## src/rtl/exe_stage.sv

```systemverilog
// Execute stage: combinational single-cycle ALU plus an iterative radix-2 restoring
// divider that stalls ID/EXE and earlier stages while it runs.
module exe_stage #(
    parameter int unsigned DATA_W     = 16,
    parameter int unsigned DIV_CYCLES = 16
) (
    input  logic              ei_clk,
    input  logic              ei_rst,
    input  logic [15:0]       ei_instr,
    input  logic [15:0]       ei_pc,
    input  logic [7:0]        ei_alu_opcode,
    input  logic [DATA_W-1:0] ei_op1,
    input  logic [DATA_W-1:0] ei_op2,
    input  logic [3:0]        ei_wreg_addr,
    input  logic [DATA_W-1:0] ei_write_to_mem_data,
    input  logic [1:0]        ei_rwe,
    output logic [15:0]       eo_instr,
    output logic [15:0]       eo_pc,
    output logic [DATA_W-1:0] eo_result,
    output logic [3:0]        eo_wreg_addr,
    output logic [DATA_W-1:0] eo_write_to_mem_data,
    output logic [1:0]        eo_rwe,
    output logic              eo_stall
);

    localparam int unsigned CNT_W = $clog2(DIV_CYCLES + 1);

    localparam logic [1:0] RWE_IDLE    = 2'b00;
    localparam logic [3:0] REG_INVALID = 4'hF;

    localparam logic [7:0] OP_NOP  = 8'h00;
    localparam logic [7:0] OP_ADD  = 8'h01;
    localparam logic [7:0] OP_SUB  = 8'h02;
    localparam logic [7:0] OP_AND  = 8'h03;
    localparam logic [7:0] OP_OR   = 8'h04;
    localparam logic [7:0] OP_XOR  = 8'h05;
    localparam logic [7:0] OP_SLL  = 8'h06;
    localparam logic [7:0] OP_SRL  = 8'h07;
    localparam logic [7:0] OP_SRA  = 8'h08;
    localparam logic [7:0] OP_SLT  = 8'h09;
    localparam logic [7:0] OP_SLTU = 8'h0A;
    localparam logic [7:0] OP_PASS = 8'h0B;
    localparam logic [7:0] OP_DIV  = 8'h10;
    localparam logic [7:0] OP_DIVU = 8'h11;

    typedef enum logic [1:0] {
        S_IDLE = 2'd0,
        S_BUSY = 2'd1,
        S_DONE = 2'd2
    } state_t;

    state_t            state;
    state_t            state_nx;
    logic [CNT_W-1:0]  cnt;
    logic [DATA_W:0]   rem;
    logic [DATA_W-1:0] quo;
    logic [DATA_W-1:0] dvs;
    logic              neg;
    logic              dz;
    logic [15:0]       l_instr;
    logic [15:0]       l_pc;
    logic [3:0]        l_wreg;
    logic [DATA_W-1:0] l_wdata;
    logic [1:0]        l_rwe;

    logic              is_div;
    logic              is_signed;
    logic [DATA_W-1:0] mag1;
    logic [DATA_W-1:0] mag2;
    logic [DATA_W:0]   rem_sh;
    logic [DATA_W:0]   diff;
    logic [DATA_W-1:0] q_final;
    logic [DATA_W-1:0] alu_res;
    logic [3:0]        sh;

    assign is_div    = (ei_alu_opcode == OP_DIV) || (ei_alu_opcode == OP_DIVU);
    assign is_signed = (ei_alu_opcode == OP_DIV);
    assign mag1      = (is_signed && ei_op1[DATA_W-1]) ? DATA_W'(-ei_op1) : ei_op1;
    assign mag2      = (is_signed && ei_op2[DATA_W-1]) ? DATA_W'(-ei_op2) : ei_op2;

    // One restoring step: shift in next dividend bit, trial-subtract divisor
    assign rem_sh  = {rem[DATA_W-1:0], quo[DATA_W-1]};
    assign diff    = rem_sh - {1'b0, dvs};
    assign q_final = dz ? {DATA_W{1'b1}} : (neg ? DATA_W'(-quo) : quo);

    assign sh = ei_op2[3:0];

    always_comb begin
        alu_res = '0;
        case (ei_alu_opcode)
            OP_NOP:  alu_res = '0;
            OP_ADD:  alu_res = DATA_W'(ei_op1 + ei_op2);
            OP_SUB:  alu_res = DATA_W'(ei_op1 - ei_op2);
            OP_AND:  alu_res = ei_op1 & ei_op2;
            OP_OR:   alu_res = ei_op1 | ei_op2;
            OP_XOR:  alu_res = ei_op1 ^ ei_op2;
            OP_SLL:  alu_res = ei_op1 << sh;
            OP_SRL:  alu_res = ei_op1 >> sh;
            OP_SRA:  alu_res = DATA_W'($signed(ei_op1) >>> sh);
            OP_SLT:  alu_res = DATA_W'($signed(ei_op1) < $signed(ei_op2));
            OP_SLTU: alu_res = DATA_W'(ei_op1 < ei_op2);
            OP_PASS: alu_res = ei_op1;
            default: alu_res = '0;
        endcase
    end

    always_ff @(posedge ei_clk) begin
        if (ei_rst) state <= S_IDLE;
        else        state <= state_nx;
    end

    always_comb begin
        state_nx = state;
        case (state)
            S_IDLE:  if (is_div) state_nx = S_BUSY;
            S_BUSY:  if (cnt == CNT_W'(1)) state_nx = S_DONE;
            S_DONE:  state_nx = S_IDLE;
            default: state_nx = S_IDLE;
        endcase
    end

    // Divider datapath and latched pass-through fields
    always_ff @(posedge ei_clk) begin
        if (ei_rst) begin
            cnt     <= '0;
            rem     <= '0;
            quo     <= '0;
            dvs     <= '0;
            neg     <= 1'b0;
            dz      <= 1'b0;
            l_instr <= '0;
            l_pc    <= '0;
            l_wreg  <= REG_INVALID;
            l_wdata <= '0;
            l_rwe   <= RWE_IDLE;
        end else begin
            case (state)
                S_IDLE: begin
                    if (is_div) begin
                        cnt     <= CNT_W'(DIV_CYCLES);
                        rem     <= '0;
                        quo     <= mag1;
                        dvs     <= mag2;
                        neg     <= is_signed && (ei_op1[DATA_W-1] ^ ei_op2[DATA_W-1]);
                        dz      <= (ei_op2 == '0);
                        l_instr <= ei_instr;
                        l_pc    <= ei_pc;
                        l_wreg  <= ei_wreg_addr;
                        l_wdata <= ei_write_to_mem_data;
                        l_rwe   <= ei_rwe;
                    end
                end
                S_BUSY: begin
                    cnt <= cnt - CNT_W'(1);
                    if (!diff[DATA_W]) begin
                        rem <= diff;
                        quo <= {quo[DATA_W-2:0], 1'b1};
                    end else begin
                        rem <= rem_sh;
                        quo <= {quo[DATA_W-2:0], 1'b0};
                    end
                end
                default: ;
            endcase
        end
    end

    always_comb begin
        eo_instr             = '0;
        eo_pc                = '0;
        eo_result            = '0;
        eo_wreg_addr         = REG_INVALID;
        eo_write_to_mem_data = '0;
        eo_rwe               = RWE_IDLE;
        eo_stall             = 1'b0;
        if (!ei_rst) begin
            case (state)
                S_IDLE: begin
                    if (is_div) begin
                        eo_stall = 1'b1;
                    end else begin
                        eo_instr             = ei_instr;
                        eo_pc                = ei_pc;
                        eo_result            = alu_res;
                        eo_wreg_addr         = ei_wreg_addr;
                        eo_write_to_mem_data = ei_write_to_mem_data;
                        eo_rwe               = ei_rwe;
                    end
                end
                S_BUSY: eo_stall = 1'b1;
                S_DONE: begin
                    eo_instr             = l_instr;
                    eo_pc                = l_pc;
                    eo_result            = q_final;
                    eo_wreg_addr         = l_wreg;
                    eo_write_to_mem_data = l_wdata;
                    eo_rwe               = l_rwe;
                end
                default: ;
            endcase
        end
    end

endmodule

```

## config.mk

```make
export PLATFORM = sky130hd
export DESIGN_NAME = exe_stage
export DESIGN_NICKNAME = d
export VERILOG_FILES = /design/src/rtl/exe_stage.sv
export SDC_FILE = /design/constraint.sdc
export NUM_CORES = 1
export LEC_CHECK = 0
export ABC_AREA = 0
export CAP_MARGIN = 20
export CORE_MARGIN = 10
export CORE_UTILIZATION = 40
export CTS_BUF_LIST = sky130_fd_sc_hd__clkbuf_8 sky130_fd_sc_hd__clkbuf_16
export DETAILED_ROUTE_END_ITERATION = 16
export GPL_ROUTABILITY_DRIVEN = 0
export PLACE_DENSITY_LB_ADDON = 0.1
export SYNTH_ARGS = -nofsm -noshare
export SYNTH_HDL_FRONTEND = slang
export SYNTH_SLANG_ARGS = --single-unit
```

## constraint.sdc

```tcl
create_clock -name ei_clk -period 3.3 [get_ports ei_clk]
set_input_delay 0.33 -clock ei_clk [delete_from_list [all_inputs] [get_ports ei_clk]]
set_output_delay 0.33 -clock ei_clk [all_outputs]
set_load 0.05 [all_outputs]
```

==> results of run 1 <==
flip-flops by register name, summed over array words and instances, names as in the netlist, 2 cells and up:
name     flops
cnt          5
dvs         16
l_instr     16
l_pc        16
l_rwe        2
l_wdata     16
l_wreg       4
quo         16
rem         16
state        2
tightest hold or removal path: cells and delay by family (launching register included):
kind,cells,cell delay [ns]
flip-flops,1,0.31
AND/OR/NAND/NOR,1,0.05
AO/OA/AOI/OAI,1,0.05
final cells by class:
type,count,area [µm²]
inverters,71,270
fillers,2455,11100
repair buffers,376,4010
clock inverters,7,77.6
multi-input cells,1221,8440
clock buffers,9,225
flip-flops and latches,111,2220
diodes,2,5.00
well taps,341,427
path summary, 6_finish.rpt:
check	startpoint	endpoint	slack, ns
max reg2reg	quo[15]	rem[0]	0.23
max	ei_op1[5]	eo_result[14]	0.02
min reg2reg	l_instr[10]	l_instr[10]	0.46
min	l_instr[10]	l_instr[10]	0.46
metrics by stage:
| step | instances | setup TNS, ns | setup WS, ns | util, % | area (µm²) |
|---|---|---|---|---|---|
| 2_1_floorplan | 1520 | -0.200 | -0.200 | - | 10900 |
| 3_3_place_gp | 2103 | -4.47 | -0.577 | 54.6 | 14600 |
| 3_5_place_dp | 2103 | -4.67 | -0.585 | 54.6 | 14600 |
| 4_1_cts | 2125 | -0.0297 | -0.0178 | 56.9 | 15300 |
| 5_1_grt | 2136 | -0.151 | -0.0715 | 58.5 | 15700 |
| 6_report | 2138 | 0 | 0.0151 | 58.5 | 15700 |
logic make-up after synthesis:
logic type	count (synthesis)	synth area share [%]
muxes	66	7.62
adders and majority gates	78	9.23
buffers and inverters	188	6.89
and+or+nand+nor	549	22.8
xor gates and xnor gates	53	4.46
DFF	111	20.5
AOI/OAI and AO/OA	475	28.5
power groups by stage:
| stage | clock, W | combinational [W] | sequential [W] |
|---|---|---|---|
| finish | 0.00114 | 0.00151 | 0.00135 |
| global route | 0.00122 | 0.00161 | 0.00135 |
| CTS | 0.00119 | 0.00143 | 0.00135 |
| detailed placement | 0 | 0.00137 | 0.00138 |
| global placement | 0 | 0.00137 | 0.00138 |
| floorplan | 0 | 0.000712 | 0.00138 |
timing repair:
item / in CTS / in global routing
gates cloned: 1 / 1
endpoints found under the setup margin: 15 / 16
gates resized for setup: 69 / 92
pin swaps: 34 / 35
setup buffers: 5 / 9
cell usage after synthesis (all sizes together) (21+ instances only):
master | instances | share of area, %
nand2 | 226 | 7.8
nor2 | 171 | 6.0
a21oi | 131 | 6.1
dfxtp | 111 | 21
o21ai | 108 | 5.0
clkbuf | 101 | 3.5
ha | 75 | 8.7
inv | 69 | 2.4
a22oi | 68 | 4.7
mux2i | 49 | 4.5
xnor2 | 48 | 4.1
nor3 | 34 | 1.8
a211oi | 26 | 1.9
nand3 | 21 | 1.0
per-layer routing:
| metal | vias up | track usage (%) |
|---|---|---|
| met5 | - | 0 |
| li1 | 5980 | - |
| met4 | 0 | 10.0 |
| met2 | 485 | 37.5 |
| met1 | 5881 | 31.2 |
| met3 | 108 | 3.48 |
==> flow_summary.yaml, run 1 <==
logic_synthesis:
  syn-mean-instance-area_um2: 7.12
  async_flop_share_pct: 0
  ys_types: 80
  yosysWarnings: 0
  synth-edff-count: 0
  yosys_most_used_dff: "dfxtp_1"
  syn_area_mm2: 0.0108
  synth_nets: 1694
  synth-seq-cells: 111
  yosysSeqAreaShare_pct: 20.5
  netlist_instances: 1520
place:
  hpwl_mm: 31.5
  io_buffer_count: 166
critical_path:
  crit_path_max_fanout: 5
  crit_type: "input pin to output port"
  slowest_delay_ns: 0.49
  worstSetupEndpointType: "output port"
  crit_arrival_ns: 2.95
  required_ns: 2.97
  cp_cell_sequence: "clkdlybuf4s50_1 > inv_1 > ha_4 > and4_4 > nor3_4 > o31ai_4 > buf_4 > a21oi_2 > xnor2_1 > a211oi_2 > o211ai_1 > clkbuf_16"
  crit_buf_inv: 4
  crit_path_start_kind: "input pin"
  cp_slowest_cell: "clkdlybuf4s50_1"
  ff2ff_path_depth: 12
  critPathTopFamily: "buffers and inverters"
  crit_cells: 12
global_routing:
  grt_overflow: 0
  grt_pass1_vias: 11700
  antenna_found_initial: 0
  grt_start_max_net_pins: 102
  grt_pass1_wl_mm: 64.7
  grtUsageTotal_pct: 23.6
detailed_routing:
  finalWirelength_mm: 42.1
  wl_met3_mm: 2.79
  drtIter0Drc: 1179
  post_drt_via_cell_ratio: 5.83
  drc: 0
  vias: 12500
  route.top_layer_used: "met4"
  wl_per_cell_um: 19.7
  antenna_left: 0
  first_pass_iters: 5
  drt-met1-wl_mm: 18.3
  route.met2.wl_mm: 19.3
sta:
  holdWs_ns: 0.457
  final_max_slew_viol_count: 0
  finalSetupViolCount: 0
  hold_viol: 0
  period_share_pct: 99.5
  rsz0062_at_grt: "yes"
  worst_pin_slew_ns: 1.10
  slew_headroom_pct: 26.7
  finClkSkew_ns: 0.0206
  fmax_ghz: 0.304
  fin_crit_ns: 3.28
die:
  core_mm2: 0.0268
  io_pins: 167
  start_util_pct: 40.4
  rows: 60
  die_h_um: 184
  die_area_mm2: 0.0340
  die_w_um: 184
clock_tree:
  clkTransAtPathRegs_ns: 0.08
  cts_made_buffers: 9
  clk_latency_ns: 0.37
  cts_hold_buffers: 0
  cts_tree: "built"
  root_buffer: "clkbuf_16"
  clock_sinks: 111
  htreeDepth: 3
  cts_max_path_buffers: 2
power_and_ir_drop:
  leakage_nw: 6.39
  vdd_ir_drop_max_uv: 237
  p_int_w: 0.00259
  switchingPower_w: 0.00141
  power_w: 0.00400
  pwr-share-clk_pct: 28.5
  power_density_mw_per_mm2: 255
  p_seq_share_pct: 33.7
  p_comb_share_pct: 37.7
  swShare_pct: 35.3
cells_and_area:
  layout_common_cells: "nand2_1, buf_4, nor2_1"
  final_nets: 1964
  drive_gt1_share_pct: 24.6
  layout_commonest_cell: "nand2_1"
  syn2layout_area_growth_pct: 44.9
hold_path:
  hp-class: "flop to flop"
  whs_path_depth: 2
run_status:
  outcome: "finished clean"
run:
  cap_violations: 0
Note: power is estimated with default switching activity, not from simulation.
==> inputs of run 2 (changes only) <==
--- a/config.mk
+++ b/config.mk
@@ -13,6 +13,7 @@
 export DETAILED_ROUTE_END_ITERATION = 16
 export GPL_ROUTABILITY_DRIVEN = 0
 export PLACE_DENSITY_LB_ADDON = 0.1
+export SLEW_MARGIN = 20
 export SYNTH_ARGS = -nofsm -noshare
 export SYNTH_HDL_FRONTEND = slang
 export SYNTH_SLANG_ARGS = --single-unit
==> flow_summary.yaml, run 2 (same netlist as run 1, synthesis figures left out) <==
sta:
  hold_viol: 0
  finalSetupViolCount: 0
  fmax_ghz: 0.304
  slew_headroom_pct: 27.3
  fin_ws_ns: 0.00682
  rsz0062_at_grt: "yes"
  worst_pin_slew_ns: 1.09
  fin_crit_ns: 3.29
  period_share_pct: 99.8
  final_max_slew_viol_count: 0
  finClkSkew_ns: 0.0216
  holdWs_ns: 0.457
critical_path:
  cp_cell_sequence: "clkdlybuf4s50_1 > inv_1 > ha_4 > and4_4 > nor3_4 > o31ai_4 > buf_4 > a21oi_2 > xnor2_1 > a211oi_2 > o211ai_1 > clkbuf_16"
  crit_type: "input pin to output port"
  worstSetupStartpoint: "ei_op1[5]"
  slowest_delay_ns: 0.49
  crit_path_start_kind: "input pin"
  r2r-end: "rem[0]"
  crit_path_max_fanout: 5
  reg2reg_from: "quo[15]"
  ff2ff_path_depth: 12
  cp_slowest_cell: "clkdlybuf4s50_1"
  reg2reg_slack_ns: 0.23
  crit_end: "eo_result[14]"
  required_ns: 2.97
  worstSetupEndpointType: "output port"
  crit_arrival_ns: 2.96
run:
  cap_violations: 0
clock_tree:
  cts_tree: "built"
  cts_made_buffers: 9
  clk_latency_ns: 0.37
  clock_sinks: 111
  htreeDepth: 3
  root_buffer: "clkbuf_16"
  cts_max_path_buffers: 2
  clkTransAtPathRegs_ns: 0.08
  cts_hold_buffers: 0
power_and_ir_drop:
  p_int_w: 0.00259
  p_comb_share_pct: 37.8
  swShare_pct: 35.3
  vdd_ir_drop_max_uv: 237
  pwr-share-clk_pct: 28.5
  power_density_mw_per_mm2: 255
  leakage_nw: 6.39
  p_seq_share_pct: 33.7
  switchingPower_w: 0.00141
detailed_routing:
  wl_per_cell_um: 19.7
  finalWirelength_mm: 42.1
  drt-met1-wl_mm: 18.3
  post_drt_via_cell_ratio: 5.83
  drc: 0
  wl_met3_mm: 2.76
  first_pass_iters: 6
  drtIter0Drc: 1186
  route.met2.wl_mm: 19.3
  antenna_left: 0
  vias: 12500
  route.top_layer_used: "met4"
global_routing:
  grtUsageTotal_pct: 23.6
  grt_pass1_vias: 11700
  antenna_found_initial: 0
  grt_pass1_wl_mm: 64.7
  grt_overflow: 0
  grt_start_max_net_pins: 102
hold_path:
  hp-class: "flop to flop"
place:
  postPlaceCellArea_mm2: 0.0146
  io_buffer_count: 166
  pre_cts_slack_ns: -0.585
  hpwl_mm: 31.5
die:
  die_area_mm2: 0.0340
  die_h_um: 184
  core_mm2: 0.0268
  io_pins: 167
  die_w_um: 184
  start_util_pct: 40.4
  rows: 60
cells_and_area:
  design_area_mm2: 0.0157
  final_nets: 1963
  fill_cells: 2456
  layout_common_cells: "nand2_1, buf_4, nor2_1"
  syn2layout_area_growth_pct: 44.8
  layout_commonest_cell: "nand2_1"
  drive_gt1_share_pct: 24.6
run_status:
  outcome: "finished clean"
-- run 2: worst max-delay path, delay by kind of cell --
| family | cells | cell delay [ns] |
|---|---|---|
| xor+xnor | 1 | 0.20 |
| fa+ha+maj | 1 | 0.31 |
| simple gates | 2 | 0.31 |
| compound gates | 4 | 0.81 |
| buf+inv | 4 | 1.00 |
-- run 2: what timing repair did --
item                                   in CTS  in global routing
buffers inserted                            5                  9
pin swaps                                  34                 35
setup endpoints to repair                  15                 16
endpoints found under the hold margin       0                  0
gates cloned                                1                  1
gates resized for setup                    69                 92
-- run 2: worst min path at each step --
stage                start          end  slack [ns]  cells past startpoint
4_1_cts        l_instr[11]  l_instr[11]        0.46                      2
3_3_place_gp    l_instr[5]   l_instr[5]        0.44                      2
5_1_grt         l_instr[3]   l_instr[3]        0.47                      2
3_5_place_dp   l_wdata[12]  l_wdata[12]        0.45                      2
6_report       l_instr[10]  l_instr[10]        0.46                      2
2_1_floorplan      dvs[15]      dvs[15]        0.43                      2
-- run 2: power by group through the flow --
| stage | logic (W) | clock network, W | registers [W] |
|---|---|---|---|
| after floorplan | 0.000712 | 0 | 0.00138 |
| after CTS | 0.00143 | 0.00119 | 0.00135 |
| final | 0.00151 | 0.00114 | 0.00135 |
| after global placement | 0.00137 | 0 | 0.00138 |
| after global routing | 0.00161 | 0.00122 | 0.00135 |
| after detailed placement | 0.00137 | 0 | 0.00138 |
-- run 2: layer usage --
| metal | track usage [%] | up-vias |
|---|---|---|
| met5 | 0 | - |
| li1 | - | 5979 |
| met2 | 37.5 | 496 |
| met1 | 31.2 | 5883 |
| met3 | 3.48 | 106 |
| met4 | 10.0 | 0 |
-- run 2: area by class of cell --
cell class	instances	area, µm²	share of cell area (%)
clock inverter	7	77.6	0.495
multi-input combinational	1221	8450	53.9
antenna	2	5.00	0.0319
sequential	111	2220	14.2
tap	341	427	2.72
clock buffer	9	225	1.44
inverter	71	270	1.72
timing repair buffer	375	4000	25.5
-- run 2: stage by stage --
step	std cells	utilization [%]	power [W]	setup TNS (ns)
after floorplan	1520	-	0.00209	-0.200
after global routing	2135	58.5	0.00418	-0.151
after CTS	2125	56.9	0.00396	-0.0297
after detailed placement	2103	54.6	0.00275	-4.67
after global placement	2103	54.6	0.00275	-4.47
final	2137	58.5	0.00400	0
